--- config.mk ---
export PLATFORM = sky130hd
export DESIGN_NAME = scope_capture_addr
export DESIGN_NICKNAME = d
export VERILOG_FILES = /design/src/rtl/scope_pkg.sv /design/src/rtl/scope_rd_window.sv /design/src/rtl/scope_capture_addr.sv
export SDC_FILE = /design/constraint.sdc
export NUM_CORES = 1
export LEC_CHECK = 0
export BUFFER_PORTS_ARGS = -buffer_cell sky130_fd_sc_hd__buf_2
export CAP_MARGIN = 30
export CORE_MARGIN = 5
export CORE_UTILIZATION = 65
export DETAILED_ROUTE_END_ITERATION = 8
export GPL_ROUTABILITY_DRIVEN = 0
export PLACE_DENSITY = 0.85
export SETUP_SLACK_MARGIN = 0.2
export SYNTH_ARGS = -nofsm -noshare
export SYNTH_HDL_FRONTEND = slang
export SYNTH_SLANG_ARGS = --single-unit
--- constraint.sdc ---
create_clock -name clock -period 12.81 [get_ports clock]
set_input_delay 0.6405 -clock clock [delete_from_list [all_inputs] [get_ports clock]]
set_output_delay 0.6405 -clock clock [all_outputs]
set_load 0.005 [all_outputs]
--- src/rtl/scope_pkg.sv ---
// Shared definitions for the DSO capture/display address generator.
// Holds the capture state encoding, default frame geometry and the
// depth helper used when a capture is armed.
package scope_pkg;

  localparam int unsigned FRAME_LEN  = 200;
  localparam int unsigned MAX_FRAMES = 4;

  typedef enum logic [2:0] {
    IDLE    = 3'd0,
    PRETRIG = 3'd1,
    ARMED   = 3'd2,
    POST    = 3'd3,
    DONE    = 3'd4
  } state_t;

  // Capture depth in samples for a frame_mode value, clamped to the
  // largest supported frame count.
  function automatic int unsigned depth_of(input logic [1:0]  mode,
                                           input int unsigned max_frames,
                                           input int unsigned frame_len);
    int unsigned idx;
    idx = 32'(mode);
    if (idx > max_frames - 1) begin
      idx = max_frames - 1;
    end
    return frame_len * (idx + 1);
  endfunction

endpackage

--- src/rtl/scope_rd_window.sv ---
// Display-side address generator for a completed capture.
// Owns the scroll offset, computes the window base from the trigger
// address and sweeps DISP_LEN consecutive RAM addresses per pass.
//
// Ports:
//   clock, reset        system clock, synchronous active-high reset
//   depth               latched capture depth in samples
//   trig_addr_nxt       trigger address as it will be after this edge
//   arm                 restart pulse, clears the offset
//   key_left/key_right  scroll pulses (left wins when both set)
//   done_now/done_nxt   capture FSM is / will be in DONE
//   rd_addr             RAM read address (0 outside DONE)
//   rd_valid            rd_addr meaningful
//   rd_sof              first address of each sweep
module scope_rd_window #(
  parameter int unsigned ADDR_W   = 10,
  parameter int unsigned PRE_TRIG = 50,
  parameter int unsigned DISP_LEN = 200
) (
  input  logic              clock,
  input  logic              reset,
  input  logic [ADDR_W:0]   depth,
  input  logic [ADDR_W-1:0] trig_addr_nxt,
  input  logic              arm,
  input  logic              key_left,
  input  logic              key_right,
  input  logic              done_now,
  input  logic              done_nxt,
  output logic [ADDR_W-1:0] rd_addr,
  output logic              rd_valid,
  output logic              rd_sof
);

  localparam int unsigned DW = ADDR_W + 1;
  localparam int unsigned SW = ADDR_W + 2;
  localparam int unsigned CW = $clog2(DISP_LEN + 1);

  logic [DW-1:0]     offset;
  logic [DW-1:0]     off_max;
  logic [SW-1:0]     sum;
  logic [SW-1:0]     depth_s;
  logic [SW-1:0]     red1;
  logic [SW-1:0]     red2;
  logic [ADDR_W-1:0] base;
  logic [ADDR_W-1:0] rd_inc;
  logic [CW-1:0]     cnt;

  assign off_max = depth - DW'(DISP_LEN);

  // Saturating scroll offset in 0..depth-DISP_LEN.
  always_ff @(posedge clock) begin
    if (reset) begin
      offset <= '0;
    end else if (arm) begin
      offset <= '0;
    end else if (key_left) begin
      if (offset != '0) begin
        offset <= offset - DW'(1);
      end
    end else if (key_right) begin
      if (offset < off_max) begin
        offset <= offset + DW'(1);
      end
    end
  end

  // Window base: sum stays below 3*depth, so two conditional
  // subtractions complete the modulo reduction.
  always_comb begin
    depth_s = SW'(depth);
    sum     = SW'(trig_addr_nxt) + depth_s - SW'(PRE_TRIG) + SW'(offset);
    red1    = (sum  >= depth_s) ? (sum  - depth_s) : sum;
    red2    = (red1 >= depth_s) ? (red1 - depth_s) : red1;
    base    = ADDR_W'(red2);
  end

  assign rd_inc = (DW'(rd_addr) == depth - DW'(1)) ? '0 : rd_addr + ADDR_W'(1);

  // Sweep: reload base on DONE entry and after every DISP_LEN addresses,
  // so offset changes only land at a sweep boundary.
  always_ff @(posedge clock) begin
    if (reset) begin
      rd_addr  <= '0;
      rd_valid <= 1'b0;
      rd_sof   <= 1'b0;
      cnt      <= '0;
    end else if (!done_nxt) begin
      rd_addr  <= '0;
      rd_valid <= 1'b0;
      rd_sof   <= 1'b0;
      cnt      <= '0;
    end else if (!done_now || cnt == CW'(DISP_LEN - 1)) begin
      rd_addr  <= base;
      rd_valid <= 1'b1;
      rd_sof   <= 1'b1;
      cnt      <= '0;
    end else begin
      rd_addr  <= rd_inc;
      rd_valid <= 1'b1;
      rd_sof   <= 1'b0;
      cnt      <= cnt + CW'(1);
    end
  end

endmodule

--- src/rtl/scope_capture_addr.sv ---
// Triggered capture and display address generator for the DSO sample RAM.
// A circular write counter fills a depth selected in whole frames, keeps
// PRE_TRIG samples ahead of the trigger, completes the post-trigger fill
// and then hands over to the display window sweep.
//
// Ports:
//   clock, reset        system clock, synchronous active-high reset
//   frame_mode          depth select, latched on arm
//   arm                 start/restart capture
//   sample_en           timebase strobe, one write per asserted cycle
//   trigger             trigger event, qualified by sample_en
//   key_left/key_right  display scroll pulses
//   wr_en, wr_addr      RAM write port (wr_en follows sample_en)
//   trig_addr           address of the trigger sample
//   capture_done        capture complete
//   rd_addr, rd_valid,
//   rd_sof              RAM read port and sweep start marker
module scope_capture_addr #(
  parameter int unsigned ADDR_W     = 10,
  parameter int unsigned FRAME_LEN  = scope_pkg::FRAME_LEN,
  parameter int unsigned MAX_FRAMES = scope_pkg::MAX_FRAMES,
  parameter int unsigned PRE_TRIG   = 50,
  parameter int unsigned DISP_LEN   = 200
) (
  input  logic              clock,
  input  logic              reset,
  input  logic [1:0]        frame_mode,
  input  logic              arm,
  input  logic              sample_en,
  input  logic              trigger,
  input  logic              key_left,
  input  logic              key_right,
  output logic              wr_en,
  output logic [ADDR_W-1:0] wr_addr,
  output logic [ADDR_W-1:0] trig_addr,
  output logic              capture_done,
  output logic [ADDR_W-1:0] rd_addr,
  output logic              rd_valid,
  output logic              rd_sof
);

  import scope_pkg::*;

  localparam int unsigned DW = ADDR_W + 1;

  state_t            state;
  state_t            state_nxt;
  logic [DW-1:0]     depth_q;
  logic [DW-1:0]     post_len;
  logic [DW-1:0]     post_left;
  logic [ADDR_W-1:0] wr_inc;
  logic [ADDR_W-1:0] trig_nxt;
  logic              capturing;
  logic              trig_hit;

  // Writes still owed after the trigger sample itself.
  assign post_len = depth_q - DW'(PRE_TRIG + 1);
  assign wr_inc   = (DW'(wr_addr) == depth_q - DW'(1)) ? '0 : wr_addr + ADDR_W'(1);
  assign trig_nxt = trig_hit ? wr_addr : trig_addr;

  // State register.
  always_ff @(posedge clock) begin
    if (reset) begin
      state <= IDLE;
    end else begin
      state <= state_nxt;
    end
  end

  // Next-state logic; arm restarts from any state.
  always_comb begin
    state_nxt = state;
    if (arm) begin
      state_nxt = PRETRIG;
    end else begin
      case (state)
        IDLE: state_nxt = IDLE;
        // wr_addr starts at 0 on arm, so it doubles as the pre-trigger count.
        PRETRIG: begin
          if (sample_en && wr_addr == ADDR_W'(PRE_TRIG - 1)) begin
            state_nxt = ARMED;
          end
        end
        ARMED: begin
          if (sample_en && trigger) begin
            state_nxt = (post_len == '0) ? DONE : POST;
          end
        end
        POST: begin
          if (sample_en && post_left == DW'(1)) begin
            state_nxt = DONE;
          end
        end
        DONE:    state_nxt = DONE;
        default: state_nxt = IDLE;
      endcase
    end
  end

  // Output decode for the write side.
  always_comb begin
    capturing = 1'b0;
    case (state)
      PRETRIG, ARMED, POST: capturing = 1'b1;
      default:              capturing = 1'b0;
    endcase
    wr_en    = capturing & sample_en;
    trig_hit = (state == ARMED) & sample_en & trigger & ~arm;
  end

  // Depth latch, circular write counter, trigger capture, post count.
  always_ff @(posedge clock) begin
    if (reset) begin
      depth_q      <= DW'(depth_of(2'd0, MAX_FRAMES, FRAME_LEN));
      wr_addr      <= '0;
      trig_addr    <= '0;
      post_left    <= '0;
      capture_done <= 1'b0;
    end else begin
      capture_done <= (state_nxt == DONE);
      if (arm) begin
        depth_q <= DW'(depth_of(frame_mode, MAX_FRAMES, FRAME_LEN));
        wr_addr <= '0;
      end else if (wr_en) begin
        wr_addr <= wr_inc;
      end
      if (trig_hit) begin
        trig_addr <= wr_addr;
        post_left <= post_len;
      end else if (state == POST && sample_en && !arm) begin
        post_left <= post_left - DW'(1);
      end
    end
  end

  scope_rd_window #(
    .ADDR_W   (ADDR_W),
    .PRE_TRIG (PRE_TRIG),
    .DISP_LEN (DISP_LEN)
  ) u_rd_window (
    .clock         (clock),
    .reset         (reset),
    .depth         (depth_q),
    .trig_addr_nxt (trig_nxt),
    .arm           (arm),
    .key_left      (key_left),
    .key_right     (key_right),
    .done_now      (state == DONE),
    .done_nxt      (state_nxt == DONE),
    .rd_addr       (rd_addr),
    .rd_valid      (rd_valid),
    .rd_sof        (rd_sof)
  );

endmodule

; ---- Yosys cells after proc, flatten, opt, wreduce, memory -nomap -nowiden
; Cells that the tools add are included.
[word_totals]
regBits = 74
output_inout_bits = 34
wordCells = 86
[classes]
addsub = 15
n_mul = 1
n_lt_le_gt_ge = 3
eq_ne = 11
mux = 21
n_bitwise = 6
reduce_logical = 18
[ops]
columns = operator, count
row1 = $mux 11, 6
row2 = $mux 10, 5
row3 = $sub 11x1->11 const B, 3
row4 = $ge 12x11->1, 2
row5 = $eq 10x11->1, 2
row6 = $add 10x1->10 const B, 2
row7 = $mux 3, 5
row8 = $add 10x11->12, 1
row9 = $add 12x11->12, 1
row10 = $mux 12, 1
row11 = $pmux 3 s4, 1
row12 = $sub 12x11->12, 1
row13 = $sub 12x6->12 const B, 1
row14 = $add 11x1->11 const B, 1
row15 = $eq 11x1->1 const B, 1
row16 = $logic_not 11->1, 1
row17 = $lt 11x11->1, 1
row18 = $reduce_bool 11->1, 1
row19 = $sub 11x6->11 const B, 1
row20 = $sub 11x8->11 const B, 1
row21 = $eq 10x6->1 const B, 1
row22 = $sub 10x10->10, 1
row23 = $add 8x1->8 const B, 1
row24 = $eq 8x8->1 const B, 1
row25 = other kinds (16), 33

; ---- Logic depth before layout (Yosys ltp)
[depth]
ltp_word = 13
mapped_depth = 34
ltp_nobuf = 33

; ---- By module
; From an unflattened synthesis, not the netlist that was laid out.
[unflattened]
hier_cells = 777
hier_area_um2 = 6540.0
[modules_own_cells]
columns = mod, instances, cells_per_inst, area_per_inst_um2, seq_area_each_um2
row1 = scope_rd_window, 1, 522, 4289.1, 620.6
row2 = scope_capture_addr, 1, 255, 2250.9, 840.8

; ---- Worst setup path before layout
; OpenSTA, ideal clock, no wires.
[synth_path]
path_kind = input port to flip-flop
start = input port arm
end = register u_rd_window.rd_addr[3]
setup_ns = 0.076
arrival_ns = 7.164
t_required_ns = 12.734
setup_slack_ns = 5.571
stages = 30
cell_sequence = buf_1 inv_1 nand2b_1 clkbuf_1 mux2i_1 ha_1 inv_1 fa_1 fa_1 a21o_1 a21oi_1 o21bai_1 a21oi_1 nor2b_1 o31ai_1 xnor2_1 ha_1 and4_1 a21oi_1 and2_1 and2_1 mux2i_1 ha_1 a21oi_1 o21bai_1 a211oi_1 o21a_1 o211ai_4 mux2_4 o22ai_2
[synth_via]
elab_chain_cells = 11
word_cells_on_any_way = 17
classes_between = add/sub (5) / order compare (2) / eq/ne (1) / mux (5) / bitwise (3) / reduce/logical (1)
[synth_lines]
columns = item, line
row1 = "start, declared", scope_capture_addr.sv:28  ; input logic arm,
row2 = $not 1->1, scope_capture_addr.sv:108  ; trig_hit = (state == ARMED) & sample_en & trigger & ~arm;
row3 = $and 1x1->1, scope_capture_addr.sv:108
row4 = $mux 10, -
row5 = $add 10x11->12, scope_rd_window.sv:71  ; sum = SW'(trig_addr_nxt) + depth_s - SW'(PRE_TRIG) + SW'(offset);
row6 = $sub 12x6->12, scope_rd_window.sv:71
row7 = $add 12x11->12, scope_rd_window.sv:71
row8 = $sub 12x11->12 / $ge 12x11->1 (equally long branches), scope_rd_window.sv:72  ; red1 = (sum >= depth_s) ? (sum - depth_s) : sum;
row9 = $mux 12, scope_rd_window.sv:72
row10 = $sub 10x10->10 / $ge 12x11->1 (equally long branches), scope_rd_window.sv:73  ; red2 = (red1 >= depth_s) ? (red1 - depth_s) : red1;
row11 = $mux 10, scope_rd_window.sv:73
row12 = $mux 10, scope_rd_window.sv:92  ; end else if (!done_now || cnt == CW'(DISP_LEN - 1)) begin
row13 = "end signal, assigned", scope_rd_window.sv:93  ; rd_addr <= base;
row14 = "end signal, assigned", scope_rd_window.sv:98  ; rd_addr <= rd_inc;
row15 = "end, declared", scope_rd_window.sv:29  ; output logic [ADDR_W-1:0] rd_addr,
; Parallel ways exist; a longest one is shown, timed or not.
; A chain may end at the register's enable or synchronous reset.

; ---- Worst setup path after layout
[layout_path]
start = register state[1]
end = register u_rd_window.rd_addr[9]
[layout_via]
elab_chain_cells = 13
word_cells_on_any_way = 28
classes_between = add/sub (5) / order compare (2) / eq/ne (5) / mux (9) / bitwise (4) / reduce/logical (3)
[layout_lines]
columns = item, line
row1 = "start, declared", scope_capture_addr.sv:46  ; state_t state;
row2 = "start signal, assigned", scope_capture_addr.sv:66  ; state <= state_nxt;
row3 = $eq 3x2->1, "scope_capture_addr.sv:76, scope_capture_addr.sv:108"
row4 = $and 1x1->1 (3 in series), scope_capture_addr.sv:108
row5 = $mux 10, -
row6 = $add 10x11->12, scope_rd_window.sv:71
row7 = $sub 12x6->12, scope_rd_window.sv:71
row8 = $add 12x11->12, scope_rd_window.sv:71
row9 = $sub 12x11->12 / $ge 12x11->1 (equally long branches), scope_rd_window.sv:72
row10 = $mux 12, scope_rd_window.sv:72
row11 = $sub 10x10->10 / $ge 12x11->1 (equally long branches), scope_rd_window.sv:73
row12 = $mux 10, scope_rd_window.sv:73
row13 = $mux 10, scope_rd_window.sv:92
; Parallel ways exist; a longest one is shown, timed or not.

==> flow_metrics.py <==
metrics = {
    "setup_path": {
        "critPathMostFrequentCell": "a21oi_1",
        "worstSetupPathType": "reg -> reg",
        "ff2ff_setup_slack_ns": 5.06,
        "slowest_stage": "nand2b_1",
        "worstPathRequired_ns": 13.02,
        "slowest_delay_ns": 0.57,
        "crit_arrival_ns": 7.96,
        "critPathCaptureType": "flip-flop",
        "r2r.worst_path.cells": 30,
        "timing.rr.end": "u_rd_window.rd_addr[9]",
        "reg2reg_from": "state[1]",
        "startpoint_type": "flip-flop",
        "cp_max_fo": 21,
    },
    "logic_synthesis": {
        "synth_edf_count": 0,
        "yosys.cell_types.count": 66,
        "yosysSeqAreaShare": 0.255,
        "postSynthCellCount": 658,
        "synth_compound_area_frac": 0.145,
        "syn_nets": 748,
        "synth-simple-area-share": 0.181,
        "ys_ff_latch": 72,
        "avgSynthCellArea_um2": 8.59,
        "yosys.area_share.xor_xnor": 0.127,
        "async_flop_share": 0,
        "synthAdderAreaFrac": 0.194,
        "synth_ff_type": "dfxtp_1",
        "synth_area_um2": 5650,
        "synth_top_family_by_area": "adder cells",
        "yosys_warnings": 0,
        "muxShareOfSynthArea": 0.0520,
    },
    "placement": {
        "post-place-ws_ns": 4.93,
        "dpl-instance-area_um2": 5930,
        "portBuffers": 42,
        "dp_cells": 793,
        "hpwlAfterDp_um": 10800,
    },
    "floorplan": {
        "die_area_um2": 10700,
        "die_w_um": 103,
        "start_util": 0.658,
        "row_count": 34,
        "dieHeight_um": 103,
        "core_area_um2": 8590,
        "pin_count": 43,
    },
    "cells_and_area": {
        "diodes": 0,
        "syn_to_final_growth_pct": 8.21,
        "design_area_um2": 6120,
        "layout-drive-gt1-share": 0.110,
        "nFillCells": 631,
        "nets": 786,
        "finalNonFillerCells": 809,
    },
    "grt": {
        "antenna_found_initial": 0,
        "track_usage": 0.276,
        "grt_pass1_vias": 5007,
        "grt_max_degree": 32,
        "grt_pass1_wl_um": 23300,
        "overflow": 0,
    },
    "routing": {
        "vias": 4988,
        "drt-pass1-iter-count": 5,
        "viasPerCell": 6.17,
        "wl_per_cell_um": 17.3,
        "drcViolationCount": 0,
        "ant_nets": 0,
        "drtIter0Drc": 257,
        "routed_wl_um": 14000,
    },
    "job": {
        "drv_cap": 0,
    },
    "timing": {
        "final.setup.tns_ns": 0,
        "finalClockSkew_ns": 0.0105,
        "max_freq_mhz": 129,
        "fin_crit_sh": 0.605,
        "finalWorstSetupSlack_ns": 5.06,
        "finalMaxSlewViolations": 0,
        "setup_viol_count_final": 0,
        "finalHoldViolations": 0,
        "grt_setup_unrepaired": "no",
        "fin_crit_ns": 7.75,
        "worst_slew_pin_slew_ns": 0.905,
        "relSlewSlack": 0.396,
    },
    "pwr": {
        "peakVddDrop_uv": 104,
        "power_density_nw_per_um2": 156,
        "p_leak_nw": 2.86,
        "total_power_mw": 0.954,
    },
    "clock_network": {
        "clkTransAtPathRegs_ns": 0.07,
        "root_buffer": "clkbuf_8",
        "clk_latency_ns": 0.36,
        "htreeDepth": 3,
        "postCtsHoldBufs": 0,
        "cts.path.max_buffers": 2,
        "cts_setup_buffers": 0,
        "numCtsBuffers": 9,
        "clock-sinks": 72,
        "cts_resized": 0,
        "cts_tree": "yes",
    },
    "worst_hold_path": {
        "hp-class": "reg -> reg",
        "hold_path_depth": 1,
        "hold_end": "u_rd_window.cnt[0]",
        "min-delay-start": "u_rd_window.cnt[0]",
    },
    "status": {
        "status": "complete, no violations",
    },
}
cells by family (layout without fill, tap and decap cells):
kind of cell,Yosys count,count (layout)
xor+xnor,82,82
buf+inv,67,110
mux,28,28
simple gates,207,207
fa+ha+maj,81,81
compound gates,121,121
flops,72,72
worst max-delay path, delay by kind of cell (launching register included):
kind | cells | cell delay, ns
fa+ha+maj | 5 | 1.73
simple gates | 8 | 1.75
compound gates | 12 | 2.36
flops | 1 | 0.42
xor+xnor | 1 | 0.19
buf+inv | 1 | 0.08
mux | 3 | 1.04
state kept, by name (all words and copies together), names as in the netlist:
name                 cells
u_rd_window.offset      11
state                    3
depth_q                  7
u_rd_window.rd_addr     10
post_left               11
trig_addr               10
u_rd_window.rd_sof       1
u_rd_window.cnt          8
wr_addr                 10
capture_done             1
layer usage:
metal  vias to the layer above  wire length, µm  track usage
met3                        41              906       0.0530
met2                       175             6800        0.480
met4                         0              444        0.106
met5                         -                0            0
met1                      2391             5820        0.336
li1                       2381                -            -
worst max-delay path by stage:
stage / depth (start not counted) / slack (ns) / endpoint / start
finish: 30 / 5.06 / u_rd_window.rd_addr[9] / state[1]
global route: 30 / 4.56 / u_rd_window.rd_addr[9] / state[1]
CTS: 30 / 5.22 / u_rd_window.rd_addr[9] / state[1]
detailed placement: 31 / 4.93 / u_rd_window.rd_addr[9] / sample_en
global placement: 31 / 5.22 / u_rd_window.rd_addr[3] / sample_en
floorplan: 30 / 5.57 / u_rd_window.rd_addr[3] / arm
cell usage after synthesis, drive strengths merged (6+ instances only):
cell    number  share of area
clkbuf      10         0.0066
nand3       25          0.022
nand4       10          0.011
a211oi      13          0.017
nor2b        6         0.0066
o22ai        8          0.010
inv         52          0.035
a21oi       32          0.028
xnor2       35          0.054
fa          11          0.039
and3        11          0.013
nor4         9          0.011
nand2       37          0.025
nor3        14          0.013
o21a         7         0.0093
a21o        11          0.015
xor2        47          0.073
dfxtp       72           0.25
mux2i       23          0.041
nor2        70          0.046
o21ai       17          0.016
ha          70           0.15
through the flow:
stage	utilization	hold slack (ns)
finish	0.712	0.456
global placement	0.691	0.424
global route	0.712	0.462
CTS	0.712	0.454
detailed placement	0.691	0.437
floorplan	-	0.413
cell usage in the layout, fill, tap and decap left out, types with 4 or more instances in the layout:
master / instances
and3_1: 10
buf_2: 42
nand4_1: 10
inv_1: 51
clkbuf_8: 11
o22ai_1: 7
nor3_1: 13
ha_1: 70
nand2_1: 36
nand3_1: 25
nor2b_1: 6
or4_1: 4
a31oi_1: 4
a211oi_1: 13
o21a_1: 7
nor2_1: 70
nand2b_1: 4
dfxtp_1: 72
and2_1: 4
a21boi_0: 4
xnor2_1: 35
a21oi_1: 32
a21o_1: 11
fa_1: 11
o21ai_0: 13
nor4_1: 8
xor2_1: 47
mux2i_1: 22
mux2_2: 4
where the power goes:
part | internal [mW] | switching [mW] | total [mW]
registers | 0.230 | 0.0111 | 0.241
logic | 0.247 | 0.298 | 0.546
clock network | 0.0813 | 0.0865 | 0.168
total | 0.558 | 0.396 | 0.954
final cells by class:
cell class                      instances  area [µm²]  area share
Clock buffer                           12         155      0.0254
Clock inverter                          4        27.5     0.00450
Inverter                               52         195      0.0319
Multi-Input combinational cell        519        3950       0.646
Sequential cell                        72        1440       0.236
Tap cell                              108         135      0.0221
Timing Repair Buffer                   42         210      0.0344
(Power assumes the default switching activity.)
